File: src/rtl/moore_seq_gen.sv
// Moore serial frame transmitter: sync preamble, MSB-first payload, idle gap, one-cycle done.
// Optional even-parity bit after the payload when PARITY_EN is defined.
module moore_seq_gen #(
  parameter int                DATA_W       = 8,
  parameter int                SYNC_W       = 4,
  parameter logic [SYNC_W-1:0] SYNC_PATTERN = 4'b1100,
  parameter int                GAP_CYCLES   = 2,
  localparam int               MAX_A        = (SYNC_W > DATA_W) ? SYNC_W : DATA_W,
  localparam int               MAX_B        = (MAX_A > GAP_CYCLES) ? MAX_A : GAP_CYCLES,
  localparam int               CNT_W        = $clog2(MAX_B) + 1
) (
  input  logic              clk,
  input  logic              reset,
  input  logic              start,
  input  logic [DATA_W-1:0] data_in,
  output logic              op,
  output logic              busy,
  output logic              done,
  output logic [CNT_W-1:0]  bit_cnt
);

  typedef enum logic [2:0] {
    S_IDLE = 3'd0,
    S_SYNC = 3'd1,
    S_DATA = 3'd2,
    S_GAP  = 3'd3,
    S_DONE = 3'd4
`ifdef PARITY_EN
    , S_PAR = 3'd5
`endif
  } state_t;

  state_t            state_q, state_d;
  logic [CNT_W-1:0]  cnt_q, cnt_d;
  logic [DATA_W-1:0] shreg_q, shreg_d;
  logic              op_q, op_d;
  logic              busy_q, busy_d;
  logic              done_q, done_d;
  logic [SYNC_W-1:0] sync_sh;
`ifdef PARITY_EN
  logic              par_q, par_d;
`endif

  always_ff @(posedge clk) begin
    if (reset) begin
      state_q <= S_IDLE;
      cnt_q   <= '0;
      shreg_q <= '0;
      op_q    <= 1'b0;
      busy_q  <= 1'b0;
      done_q  <= 1'b0;
`ifdef PARITY_EN
      par_q   <= 1'b0;
`endif
    end else begin
      state_q <= state_d;
      cnt_q   <= cnt_d;
      shreg_q <= shreg_d;
      op_q    <= op_d;
      busy_q  <= busy_d;
      done_q  <= done_d;
`ifdef PARITY_EN
      par_q   <= par_d;
`endif
    end
  end

  always_comb begin
    state_d = state_q;
    cnt_d   = cnt_q;
    shreg_d = shreg_q;
`ifdef PARITY_EN
    par_d   = par_q;
`endif

    case (state_q)
      S_IDLE: begin
        if (start) begin
          state_d = S_SYNC;
          cnt_d   = '0;
          shreg_d = data_in;
`ifdef PARITY_EN
          par_d   = ^data_in;
`endif
        end
      end
      S_SYNC: begin
        if (cnt_q == CNT_W'(SYNC_W - 1)) begin
          state_d = S_DATA;
          cnt_d   = '0;
        end else begin
          cnt_d = cnt_q + CNT_W'(1);
        end
      end
      S_DATA: begin
        shreg_d = shreg_q << 1;
        if (cnt_q == CNT_W'(DATA_W - 1)) begin
          cnt_d = '0;
`ifdef PARITY_EN
          state_d = S_PAR;
`else
          state_d = (GAP_CYCLES == 0) ? S_DONE : S_GAP;
`endif
        end else begin
          cnt_d = cnt_q + CNT_W'(1);
        end
      end
`ifdef PARITY_EN
      S_PAR: begin
        cnt_d   = '0;
        state_d = (GAP_CYCLES == 0) ? S_DONE : S_GAP;
      end
`endif
      S_GAP: begin
        if (cnt_q == CNT_W'(GAP_CYCLES - 1)) begin
          state_d = S_DONE;
          cnt_d   = '0;
        end else begin
          cnt_d = cnt_q + CNT_W'(1);
        end
      end
      S_DONE: begin
        state_d = S_IDLE;
        cnt_d   = '0;
      end
      default: begin
        state_d = S_IDLE;
        cnt_d   = '0;
      end
    endcase

    // Outputs are registered from the upcoming state so the first sync bit lands right after the accepting edge.
    sync_sh = SYNC_PATTERN << cnt_d;
    op_d    = 1'b0;
    busy_d  = 1'b0;
    done_d  = 1'b0;
    case (state_d)
      S_SYNC: begin
        op_d   = sync_sh[SYNC_W-1];
        busy_d = 1'b1;
      end
      S_DATA: begin
        op_d   = shreg_d[DATA_W-1];
        busy_d = 1'b1;
      end
`ifdef PARITY_EN
      S_PAR: begin
        op_d   = par_d;
        busy_d = 1'b1;
      end
`endif
      S_GAP:   busy_d = 1'b1;
      S_DONE:  done_d = 1'b1;
      default: op_d   = 1'b0;
    endcase
  end

  assign op      = op_q;
  assign busy    = busy_q;
  assign done    = done_q;
  assign bit_cnt = cnt_q;

endmodule

File: config.mk
export PLATFORM = sky130hd
export DESIGN_NAME = moore_seq_gen
export DESIGN_NICKNAME = d
export VERILOG_FILES = /design/src/rtl/moore_seq_gen.sv
export SDC_FILE = /design/constraint.sdc
export NUM_CORES = 1
export LEC_CHECK = 0
export ABC_CLOCK_PERIOD_IN_PS = 2000
export CAP_MARGIN = 25
export CORE_MARGIN = 2
export CORE_UTILIZATION = 49
export DETAILED_ROUTE_END_ITERATION = 12
export GPL_TIMING_DRIVEN = 1
export PLACE_DENSITY_LB_ADDON = 0.05
export SYNTH_ARGS = -nofsm -noshare
export SYNTH_HDL_FRONTEND = slang
export SYNTH_SLANG_ARGS = --single-unit
File: constraint.sdc
create_clock -name clk -period 2 [get_ports clk]
set_clock_uncertainty 0.15 [all_clocks]
set_input_delay 0.4 -clock clk [delete_from_list [all_inputs] [get_ports clk]]
set_output_delay 0.4 -clock clk [all_outputs]
set_load 0.02 [all_outputs]
==> results of run 1 <==
[how the worst max path moves through the flow]
| stage | endpoint | slack (ns) | from |
|---|---|---|---|
| floorplan | bit_cnt[0] | 0.08 | bit_cnt[1] |
| global placement | bit_cnt[0] | 0.03 | start |
| detailed placement | bit_cnt[0] | 0.02 | bit_cnt[1] |
| CTS | bit_cnt[0] | 0.005 | bit_cnt[1] |
| global route | busy | -0.02 | bit_cnt[0] |
| finish | bit_cnt[0] | 0.06 | bit_cnt[0] |
[cell type report]
type,instances,share of cell area (%)
repair buffers,25,19.5
clock buffers,4,3.09
well taps,25,2.66
inverters,2,0.638
multi-input cells,72,43.3
flip-flops and latches,18,30.9
[state kept, by name, indices dropped and copies added (netlist names)]
name     count
shreg_q      8
bit_cnt      4
state_q      3
busy         1
done         1
op           1
[where the power goes]
part	total, mW	internal (mW)	switching [mW]	leakage [nW]
registers	0.395	0.378	0.0175	0.148
logic	0.127	0.0675	0.0594	0.283
clock network	0.221	0.111	0.110	0.0210
[cells by family after synthesis]
kind of cell | after synthesis
simple gates | 39
compound gates | 30
flops | 18
buf+inv | 6
fa+ha+maj | 2
mux | 1
[Yosys cell counts (2+ instances only)]
cell / n
nand2_1: 7
nor2_1: 9
nand3b_1: 2
nor3_1: 3
nand3_1: 3
inv_1: 2
a22oi_1: 7
dfxtp_1: 18
ha_1: 2
buf_2: 2
nor3b_1: 4
nor2b_1: 2
a21oi_1: 10
a211oi_1: 4
[layer usage]
layer / vias to the layer above / track usage (%) / wire (um)
met5: - / 0 / 0
met3: 7 / 2.35 / 74
met2: 23 / 31.1 / 912
met4: 0 / 13.1 / 63
li1: 411 / - / -
met1: 366 / 27.3 / 937
[repair_timing]
item / 4_1_cts / 5_1_grt
endpoints found under the setup margin: 1 / 6
resized for setup: 1 / 6
pin swaps: 0 / 0
hold buffers: 0 / 0
[through the flow]
| step | std cells | setup WS [ns] | setup TNS [ns] |
|---|---|---|---|
| CTS | 146 | 0.00465 | 0 |
| global route | 146 | -0.0212 | -0.0212 |
| floorplan | 96 | 0.0816 | 0 |
| global placement | 142 | 0.0290 | 0 |
| finish | 146 | 0.0594 | 0 |
| detailed placement | 142 | 0.0237 | 0 |
==> results.md, run 1 <==
- Outcome: completed
- Syn_nets: 109
- Max Clk Rate: approximately 0.52 GHz
- Crit-path cells: clkdlybuf4s50_1
- Sequential-to-total area share from yosys stat: a little over 40%
- Final setup fails: 0
- Syn Std Cell Area: just under 900 um2
- Clock Latency Late Sink: 0.29 ns
- Total Die Area: ~2200 um2
- Highest-count cells in the layout ignoring fill and taps: 16 x dfxtp_1, 16 x clkdlybuf4s50_1, 9 x a21oi_1, 9 x nor2_1, 8 x buf_4
- Antenna Nets Post-Route: 0
- 1st-iter DRT viols: 6
- Tot Pwr: 0.742 mW
- Clk slew on worst S/H paths: 0.10 ns
- Final critical-path required period: 1.94 ns
- Cell count of the worst reg-to-reg path: 6
- Row count: 15
- Worst hold start: shreg_q[1]
- # diodes: 0
- Critical Path Slowest Stage Cell: clkdlybuf4s50_1
- Levels on crit path: 1
- Synth Area in Adders: under 10%
- WP buf/inv: 1
- Share of layout cells above drive strength 1: 19.0%
- Hold depth: 2
- Worst path required time: between 1 and 1.5 ns
- Worst hold endpoint: shreg_q[1]
- Rel. slew slack: ~70%
- Top Ports: 18
- Initial antenna violation count: 0
- Multi-input logic area: 509 um2
- Core area: 1710 um2
- Via count: 807
- Worst R2R Start: bit_cnt[1]
- Mux share of post-synthesis cell area: 1.27%
- Simple-gate area share of the yosys netlist: around 28%
- Largest family of logic cells by synthesized area: simple AND/OR/NAND/NOR gates
- Worst Path Max Fanout: 6
- Initial Utilization: 51.9%
- # Post-CTS Setup Buffers: 0
- Final Hold Fails: 0
- DRT Wirelength: 1990 um
- TritonCTS buffer count: 3
- Avg WL per Cell: about 14 um
- Clk buf depth: 2
- Die Ht: roughly 47 um
- Avg Cell Area, Syn: between 9 and 10 um2
- RSZ-0062 raised after global routing: true
- Largest stage delay on the critical path: about 0.65 ns
- Synth Register Bits: 18
- Total track usage: a little over 20%
- Die X: 46.5 um
- CTS H-tree depth: 1
- Reg area: 363 um2
- DRC viols: 0
- Synth Area in Compound Gates: between 20 and 25%
- Synth area leader: dfxtp_1
- Root buffer cell: clkbuf_4
- Post-synthesis xor/xnor area fraction: 0%
- Max-capacitance violation count: 0
- Ys Warns: 0
- CP top delay family: buffers and inverters
- Post-DP HPWL: around 1500 um
- PortBufs: 17
- Worst Hold Class: reg2reg
- Via density: between 5 and 6
- VDD IR max: a little under 0.5 mV
- Detailed Routing Iterations Pass 1: 4
- Period Utilization, post-route: slightly below 100%
- CTS tree: yes
- Crit. End Element: output pin
- PwrDens: around 630 nW/um2
- Synthesized instance count: between 90 and 100
- Layout fillers: 139
- First-pass GRT wire length: approximately 3100 um
- GRT Residual Overflow: 0
- Arrival time worst endpoint: between 1 and 1.5 ns
- Final Max Slew Viols: 0
- DP Area: between 1000 and 1500 um2
- Final #Nets: 135
- Total clock sinks: 18
- Finished Cell Area: 1180 um2
- Largest net degree at the start of global routing: 15
- Worst Setup Path Type: reg2out
- Core Util, Final: between 60% and 70%
- Count of cell types in the netlist: 35
- Vias in the first global route: a little over 700
- Synth area leaders: dfxtp_1 41%, a22oi_1 5.9%, a21oi_1 5.6%
- R2R Setup Slk: ~0.12 ns
- Slew @ Worst Pin: ~0.46 ns
- Yosys top cell area share: 40.7%
- RR Endpoint: bit_cnt[3]
- Top FF cell, synth: dfxtp_1
- Ys async rst share: 0%
- Leak pwr: approximately 0.45 nW
- Post-synth EDFFs: 0
- Crit path launch type: register
- Hold WS: roughly 0.31 ns
- Gp weighted congestion: around 0.84
- Layout area overhead: 32.8%
Note: power is estimated with default switching activity, not from simulation.
==> run 2: changes to the inputs <==
--- a/config.mk
+++ b/config.mk
@@ -9,6 +9,7 @@
 export CAP_MARGIN = 25
 export CORE_MARGIN = 2
 export CORE_UTILIZATION = 49
+export CTS_CLUSTER_DIAMETER = 150
 export DETAILED_ROUTE_END_ITERATION = 12
 export GPL_TIMING_DRIVEN = 1
 export PLACE_DENSITY_LB_ADDON = 0.05
==> results of run 2 <==
Same layout as run 1: the final DEF is identical, and so are final timing and power.
